**src/rtl/tone_period_detector.sv**
```systemverilog
// tone_period_detector
//   Measures the period (in clk cycles) of an incoming square-wave tone and
//   checks it against TARGET_PERIOD +/- TOLERANCE. Reports every measured
//   period, a match flag, a lock flag after LOCK_COUNT consecutive matches,
//   and a timeout pulse when no rising edge arrives for 2*TARGET_PERIOD cycles.
//
//   Optional build macro: PERIOD_AVG_EN
//     defined   -> period_out is the truncated mean of the last 4 periods, and
//                  reporting starts at the 4th period after WAIT_EDGE
//     undefined -> period_out is the raw single-period measurement
//
// Ports
//   clk          in   system clock
//   rst_n        in   asynchronous active-low reset
//   enable       in   measurement enable; low forces IDLE
//   tone_in      in   asynchronous square-wave input
//   period_out   out  last measured (or averaged) period, CNT_W bits
//   period_valid out  one-cycle pulse when period_out updates
//   match        out  last period within TARGET_PERIOD +/- TOLERANCE
//   locked       out  LOCK_COUNT consecutive matches, no mismatch/timeout since
//   timeout      out  one-cycle pulse on 2*TARGET_PERIOD cycles without an edge
module tone_period_detector #(
  parameter int unsigned TARGET_PERIOD = 97122,
  parameter int unsigned TOLERANCE     = 1000,
  parameter int unsigned GLITCH_LEN    = 16,
  parameter int unsigned LOCK_COUNT    = 4,
  parameter int unsigned CNT_W         = 21
) (
  input  logic             clk,
  input  logic             rst_n,
  input  logic             enable,
  input  logic             tone_in,
  output logic [CNT_W-1:0] period_out,
  output logic             period_valid,
  output logic             match,
  output logic             locked,
  output logic             timeout
);

  localparam int unsigned GL_W = (GLITCH_LEN > 2) ? $clog2(GLITCH_LEN) : 1;
  localparam int unsigned MC_W = $clog2(LOCK_COUNT + 1);

  localparam logic [CNT_W-1:0] MAX_CNT = CNT_W'(2 * TARGET_PERIOD);
  localparam logic [CNT_W-1:0] LO_LIM  = CNT_W'(TARGET_PERIOD - TOLERANCE);
  localparam logic [CNT_W-1:0] HI_LIM  = CNT_W'(TARGET_PERIOD + TOLERANCE);
  localparam logic [GL_W-1:0]  GL_LAST = GL_W'(GLITCH_LEN - 1);
  localparam logic [MC_W-1:0]  MC_MAX  = MC_W'(LOCK_COUNT);
  localparam logic [MC_W-1:0]  MC_PRE  = MC_W'(LOCK_COUNT - 1);

  typedef enum logic [1:0] {
    S_IDLE,
    S_WAIT_EDGE,
    S_MEASURE
  } state_t;

  state_t            r_state;
  logic              r_sync1;
  logic              r_sync2;
  logic              r_filt;
  logic [GL_W-1:0]   r_fcnt;
  logic              r_rise;
  logic [CNT_W-1:0]  r_cnt;
  logic [MC_W-1:0]   r_mcnt;

  logic [CNT_W-1:0]  w_meas;
  logic              w_report;
  logic              w_match;

  // Synchronizer and glitch filter. The rise strobe is registered in the same
  // cycle the filtered level flips, so edge latency is fixed.
  always_ff @(posedge clk or negedge rst_n) begin
    if (!rst_n) begin
      r_sync1 <= 1'b0;
      r_sync2 <= 1'b0;
      r_filt  <= 1'b0;
      r_fcnt  <= '0;
      r_rise  <= 1'b0;
    end else begin
      r_sync1 <= tone_in;
      r_sync2 <= r_sync1;
      r_rise  <= 1'b0;
      if (r_sync2 == r_filt) begin
        r_fcnt <= '0;
      end else if (r_fcnt == GL_LAST) begin
        r_filt <= ~r_filt;
        r_fcnt <= '0;
        r_rise <= ~r_filt;
      end else begin
        r_fcnt <= r_fcnt + GL_W'(1);
      end
    end
  end

`ifdef PERIOD_AVG_EN
  logic [CNT_W-1:0] r_hist [4];
  logic [CNT_W+1:0] r_sum;
  logic [2:0]       r_hcnt;
  logic [CNT_W+1:0] w_sum_next;
  logic             w_hist_push;
  logic             w_hist_clr;

  // Running sum: add the newest period, drop the oldest. Cleared slots hold 0,
  // so the sum stays exact while the history is filling.
  always_comb begin
    w_sum_next  = r_sum + {2'b00, r_cnt} - {2'b00, r_hist[3]};
    w_meas      = w_sum_next[CNT_W+1:2];
    w_report    = (r_hcnt >= 3'd3);
    w_hist_push = (r_state == S_MEASURE) && enable && r_rise;
    w_hist_clr  = (r_state != S_MEASURE) || !enable ||
                  (!r_rise && (r_cnt == MAX_CNT));
  end

  always_ff @(posedge clk or negedge rst_n) begin
    if (!rst_n) begin
      for (int unsigned i = 0; i < 4; i++) r_hist[i] <= '0;
      r_sum  <= '0;
      r_hcnt <= '0;
    end else if (w_hist_clr) begin
      for (int unsigned i = 0; i < 4; i++) r_hist[i] <= '0;
      r_sum  <= '0;
      r_hcnt <= '0;
    end else if (w_hist_push) begin
      r_hist[0] <= r_cnt;
      for (int unsigned i = 1; i < 4; i++) r_hist[i] <= r_hist[i-1];
      r_sum <= w_sum_next;
      if (r_hcnt != 3'd4) r_hcnt <= r_hcnt + 3'd1;
    end
  end
`else
  always_comb begin
    w_meas   = r_cnt;
    w_report = 1'b1;
  end
`endif

  assign w_match = (w_meas >= LO_LIM) && (w_meas <= HI_LIM);

  // Measurement FSM. A rise takes priority over the timeout check; enable low
  // overrides everything, including a coincident rise.
  always_ff @(posedge clk or negedge rst_n) begin
    if (!rst_n) begin
      r_state      <= S_IDLE;
      r_cnt        <= '0;
      r_mcnt       <= '0;
      period_out   <= '0;
      period_valid <= 1'b0;
      match        <= 1'b0;
      locked       <= 1'b0;
      timeout      <= 1'b0;
    end else begin
      period_valid <= 1'b0;
      timeout      <= 1'b0;
      if (!enable) begin
        r_state <= S_IDLE;
        r_cnt   <= '0;
        r_mcnt  <= '0;
        match   <= 1'b0;
        locked  <= 1'b0;
      end else begin
        case (r_state)
          S_IDLE: begin
            r_state <= S_WAIT_EDGE;
          end
          S_WAIT_EDGE: begin
            if (r_rise) begin
              r_state <= S_MEASURE;
              r_cnt   <= CNT_W'(1);
            end
          end
          S_MEASURE: begin
            if (r_rise) begin
              r_cnt <= CNT_W'(1);
              if (w_report) begin
                period_out   <= w_meas;
                period_valid <= 1'b1;
                match        <= w_match;
                if (w_match) begin
                  if (r_mcnt != MC_MAX) r_mcnt <= r_mcnt + MC_W'(1);
                  if (r_mcnt >= MC_PRE) locked <= 1'b1;
                end else begin
                  r_mcnt <= '0;
                  locked <= 1'b0;
                end
              end
            end else if (r_cnt == MAX_CNT) begin
              timeout <= 1'b1;
              match   <= 1'b0;
              locked  <= 1'b0;
              r_mcnt  <= '0;
              r_cnt   <= '0;
              r_state <= S_WAIT_EDGE;
            end else begin
              r_cnt <= r_cnt + CNT_W'(1);
            end
          end
          default: r_state <= S_IDLE;
        endcase
      end
    end
  end

endmodule

```
**config.mk**
```make
export PLATFORM = sky130hd
export DESIGN_NAME = tone_period_detector
export DESIGN_NICKNAME = d
export VERILOG_FILES = /design/src/rtl/tone_period_detector.sv
export SDC_FILE = /design/constraint.sdc
export NUM_CORES = 1
export LEC_CHECK = 0
export BUFFER_PORTS_ARGS = -buffer_cell sky130_fd_sc_hd__buf_2
export CAP_MARGIN = 15
export CORE_ASPECT_RATIO = 1.4
export CORE_MARGIN = 2
export CORE_UTILIZATION = 52
export DETAILED_ROUTE_END_ITERATION = 10
export GPL_ROUTABILITY_DRIVEN = 0
export PLACE_DENSITY_LB_ADDON = 0.25
export SETUP_SLACK_MARGIN = 0.02
export SYNTH_ARGS = -nofsm -noshare
export SYNTH_HDL_FRONTEND = slang
export SYNTH_SLANG_ARGS = --single-unit
```
**constraint.sdc**
```tcl
create_clock -name clk -period 3.81 [get_ports clk]
set_clock_uncertainty 0.15 [all_clocks]
set_input_delay 0.381 -clock clk [delete_from_list [all_inputs] [get_ports clk]]
set_output_delay 0.381 -clock clk [all_outputs]
set_load 0.05 [all_outputs]
```
Yosys cells after proc, flatten, opt, wreduce, memory -nomap -nowiden
Index checks and enable logic that the tools add are counted.
{"block": "totals", "ff_bits": 59, "wordCells": 80, "out_inout_bits": 25, "input_bits": 4}
{"block": "classes", "n_eq_ne": 14, "n_reduce_logical": 9, "n_addsub": 3, "n_mux": 36, "bitwise": 2, "magnitude_cmp": 3}
{"cell": "21-bit 2-to-1 mux", "n": 4}
{"cell": "21-bit one-hot mux with 2 select lines", "n": 1}
{"cell": "21-bit by 1-bit adder with 21-bit output (second input constant)", "n": 1}
{"cell": "21-bit by 18-bit == test with 1-bit output (second input constant)", "n": 1}
{"cell": "21-bit by 17-bit greater-or-equal comparator with 1-bit output (second input constant)", "n": 1}
{"cell": "21-bit by 17-bit <= comparator with 1-bit output (second input constant)", "n": 1}
{"cell": "1-bit 2-to-1 mux", "n": 18}
{"cell": "3-bit 2-to-1 mux", "n": 6}
{"cell": "3-bit inequality test (second input constant)", "n": 4}
{"cell": "3-bit AND reduction", "n": 4}
{"cell": "2-bit 2-to-1 mux", "n": 4}
{"cell": "4-bit 2-to-1 mux", "n": 2}
{"cell": "4-bit by 3-bit inequality test with 1-bit output (second input constant)", "n": 2}
{"cell": "3-bit by 1-bit inequality test with 1-bit output (second input constant)", "n": 2}
{"cell": "2-bit one-hot mux with 3 select lines", "n": 1}
{"cell": "2-bit AND reduction", "n": 3}
{"cell": "4-bit by 1-bit adder with 4-bit output (second input constant)", "n": 1}
{"cell": "4-bit == test (second input constant)", "n": 1}
{"cell": "3-bit by 1-bit adder with 3-bit output (second input constant)", "n": 1}
{"cell": "3-bit by 2-bit greater-or-equal comparator with 1-bit output (second input constant)", "n": 1}
{"cell": "2-bit by 1-bit == test with 1-bit output (second input constant)", "n": 1}
{"cell": "2-bit == test (second input constant)", "n": 1}
{"cell": "2-bit logical NOT", "n": 1}
{"cell": "2-bit by 1-bit inequality test with 1-bit output (second input constant)", "n": 1}
{"cell": "other kinds (3)", "n": 4}

Logic depth before layout (Yosys ltp)
{"block": "logic_depth", "ltp_word": 6, "depth_mapped": 9}

Least setup slack after synthesis
Ideal clock, no wire load.
{"block": "synth_path", "path_type": "register to register", "start": "register r_cnt[0]", "end": "register r_cnt[10]", "t_arrival_ns": 1.762, "setup_ns": 0.079, "synth_period_minus_slack_ns": 1.991, "setup_slack_ns": 1.819, "stages_incl_launch_ff": 10, "path_buffers": 2, "path_cell_list": "dfrtp_1 inv_1 ha_1 nor4bb_1 and4_1 buf_6 a21oi_4 buf_6 nand4_1 mux2i_1"}
{"block": "synth_via", "elab_chain_len": 5, "elab_cells_between_ends": 6}
{"element": "start: declaration", "line": "62", "text": "logic [CNT_W-1:0] r_cnt;"}
{"element": "start signal: assignment", "line": "193", "text": "r_cnt <= r_cnt + CNT_W'(1);"}
{"element": "21-bit by 1-bit adder with 21-bit output or 21-bit by 18-bit == test with 1-bit output (tied branches)", "line": "193, 185"}
{"element": "21-bit 2-to-1 mux *", "line": "185", "text": "end else if (r_cnt == MAX_CNT) begin"}
{"element": "21-bit 2-to-1 mux *", "line": "171", "text": "if (r_rise) begin"}
{"element": "21-bit one-hot mux with 2 select lines *", "line": "160", "text": "case (r_state)"}
{"element": "21-bit 2-to-1 mux *", "line": "153", "text": "if (!enable) begin"}
Mark *: on every way between the ends. The rest lies on a longest branch, timed or not.
A chain may end at the register's enable or synchronous reset.

Worst setup path in the final report
{"block": "layout_path", "start": "register r_cnt[0]", "end": "register r_cnt[18]"}
Same word-level chain as after synthesis.

==> summary.txt <==
Timing
  • Hold slack: -0.00166 ns
  • Final setup vio count: 0
  • Max-slew violation count: 0
  • Fmax: 387 MHz
  • Unrepaired setup endpoints after global routing: no
  • Slew at the pin closest to its max-slew limit: 0.893 ns
  • Slew headroom: 40.4%
  • Final Hold Viols: 11
  • Minimum clock period: 2.58 ns
  • Part of the cycle the worst path needs: 67.8%
  • Final setup TNS: 0 ns

Logic synthesis
  • Synth warn: 0
  • Synth top area share: 46.8%
  • Synth Flop Type: dfrtp_1
  • Synth Instances: 315
  • Syn_nets: 326
  • Cell variety after synth: 51
  • Mean post-synth cell area: 10.0 um2
  • Dominant cells by area after synthesis: dfrtp_1 (47%), mux2_2 (6.1%), a21oi_1 (4.3%)
  • Fraction of registers with async set/reset: 100%
  • Top-count cell post-synth: dfrtp_1
  • Synthesized area: 3160 um2
  • Post-synth top cells: dfrtp_1 (59), a21oi_1 (27), nand2_1 (26), mux2_2 (17), nor2_1 (17)
  • Post-synthesis register bit count: 59
  • Most area-hungry cell type in the Yosys netlist: dfrtp_1
  • Sequential fraction of the synthesis area: 46.8%
  • Number of flops mapped to enable cells by yosys: 0

Floorplan
  • Die Y: 96.2 um
  • Die width: 69.9 um
  • Num rows: 33
  • # IOs: 29
  • Starting Density: 53.9%
  • Core Region: 5860 um2
  • Die Footprint: 6720 um2

CTS
  • Sink Count: 59
  • CTS clk-pin slew, worst paths: 0.07 ns
  • Post-cts sizing count: 0
  • Later-pin clock latency in the skew report: 0.34 ns
  • CTS root buf: clkbuf_8
  • Number of buffers created by CTS: 9
  • Clk buf depth: 2
  • H-tree levels: 3
  • CTS tree: yes

Routing
  • Post-route ant nets: 0
  • WL/cell: 16.1 um
  • Via count: 2497
  • Post-Route WL: 6.57 mm
  • Post-route DRC: 0
  • Vias per cell: 6.14
  • First DRT Iteration DRCs: 192
  • DRT Pass-1 Iters: 4

Worst setup path
  • CP required: 3.92 ns
  • Kind of end point of the critical path: register
  • CP cell instances: inv_1, ha_1, nor4bb_1, and4_1, a21oi_4, nand3_1, mux2i_1
  • Crit-path leading delay family: compound AO/OA/AOI/OAI gates
  • CP max stage delay: 0.71 ns
  • Worst-path fanout max: 35
  • Crit path buf inv count: 1
  • Critical path type: reg2reg
  • Slowest stage cell, crit path: a21oi_4
  • Worst EP arrival: 2.69 ns
  • WP depth: 7
  • Worst reg-to-reg setup slack: 1.23 ns
  • Startpoint Class: register
  • Cells on worst reg2reg path: 7

GRT
  • Total grt overflow: 0
  • Initial antenna violation count: 0
  • GRT Overall Usage: 21.5%
  • First-pass GRT wire length: 11.4 mm
  • Largest net degree at the start of global routing: 39
  • Vias in the first global route: 2399

Job
  • MaxCap Viol Count: 0

Pwr
  • Worst VDD drop: 0.314 mV
  • Pwr Density: 351 nW/um2
  • Static leakage: 0.00155 uW

Layout
  • Final core utilization: 58.5%
  • Fin nets: 344
  • Antenna cell count: 0
  • Synthesis-to-finish area growth: 8.52%
  • Share of cells above drive strength 1: 19.6%

Run status
  • Status: finished, violations left
  • Failing checks: hold timing

Place
  • Dpl hpwl: 4.45 mm
  • Port bufs: 28

Worst hold path
  • Worst hold path type: in2async
worst register-to-register path, cell delays in order, from the launching register on:
cell      delay [ns]
dfrtp_1         0.49
inv_1           0.13
ha_1            0.23
nor4bb_1        0.14
and4_1          0.30
a21oi_4         0.71
nand3_1         0.17
mux2i_1         0.18
path summary, 6_finish.rpt:
| check | startpoint | to |
|---|---|---|
| worst max-delay path | r_cnt[0]$_DFFE_PN0P_ | r_cnt[18]$_DFFE_PN0P_ |
| worst min-delay path | rst_n | period_out[18]$_DFFE_PN0P_ |
| worst max register to register | r_cnt[0]$_DFFE_PN0P_ | r_cnt[18]$_DFFE_PN0P_ |
| worst min register to register | r_sync1$_DFF_PN0_ | r_sync2$_DFF_PN0_ |
| max in group asynchronous | rst_n | period_out[3]$_DFFE_PN0P_ |
| min in group clk | enable | r_state[0]$_DFFE_PN0P_ |
state kept, by name, indices dropped and copies added (netlist names), 2 cells and up:
register	count
period_out	21
r_mcnt	3
r_fcnt	4
r_state	2
r_cnt	21
power breakdown:
group,total (uW),switching [uW],internal [uW]
logic,34.6,23.8,10.8
clock network,535,242,293
registers,635,3.97,631
layout make-up:
type	instances	area [um2]
Clock buffer	9	124
Timing Repair Buffer	30	158
Inverter	15	56.3
Fill cell	544	2440
Clock inverter	6	57.6
Sequential cell	59	1480
Tap cell	70	87.6
Multi-Input combinational cell	218	1470
cell families (layout without fill, tap and decap cells):
| group | count (synthesis) | count (layout) | share of synthesized area, % |
|---|---|---|---|
| mux | 27 | 27 | 9.23 |
| flops | 59 | 59 | 46.8 |
| simple gates | 108 | 108 | 18.6 |
| compound gates | 71 | 71 | 14.5 |
| xor+xnor | 5 | 5 | 1.39 |
| fa+ha+maj | 7 | 7 | 2.77 |
| buf+inv | 38 | 60 | 6.77 |
metrics by stage:
stage | std cells | setup WS (ns) | cell area (um2) | power (uW)
6_report | 407 | 1.23 | 3430 | 1200
2_1_floorplan | 315 | 1.82 | 3160 | 662
5_1_grt | 407 | 1.02 | 3430 | 1250
3_5_place_dp | 391 | 1.25 | 3240 | 681
4_1_cts | 407 | 1.25 | 3430 | 1220
3_3_place_gp | 391 | 1.37 | 3240 | 680
per-layer routing:
metal  GRT usage [%]  vias up  share of wire [%]
li1                -     1177                  -
met1            27.8     1228                 44
met2            33.7       75                 48
met3            4.40       17                4.8
met4            13.0        0                3.1
met5               0        -                  0
placed cells by master, fill, tap and decap left out, drive strengths merged, types with 3 or more instances in the layout:
| cell | instances |
|---|---|
| nor2 | 17 |
| a22o | 4 |
| dfrtp | 59 |
| buf | 29 |
| inv | 15 |
| nand4 | 13 |
| and2 | 3 |
| xnor2 | 4 |
| ha | 7 |
| mux2 | 17 |
| nor3 | 3 |
| o21ai | 20 |
| clkbuf | 9 |
| a211oi | 3 |
| and4 | 3 |
| a32oi | 3 |
| nand3 | 15 |
| nand2 | 26 |
| clkinv | 4 |
| a21boi | 3 |
| and3 | 7 |
| nor4 | 5 |
| a21oi | 28 |
| mux2i | 10 |
repair_timing:
item                                   4_1_cts  5_1_grt
buffers inserted                             0        0
endpoints found under the hold margin        1        0
hold buffers                                 1        0
Note: power is estimated with default switching activity, not from simulation.
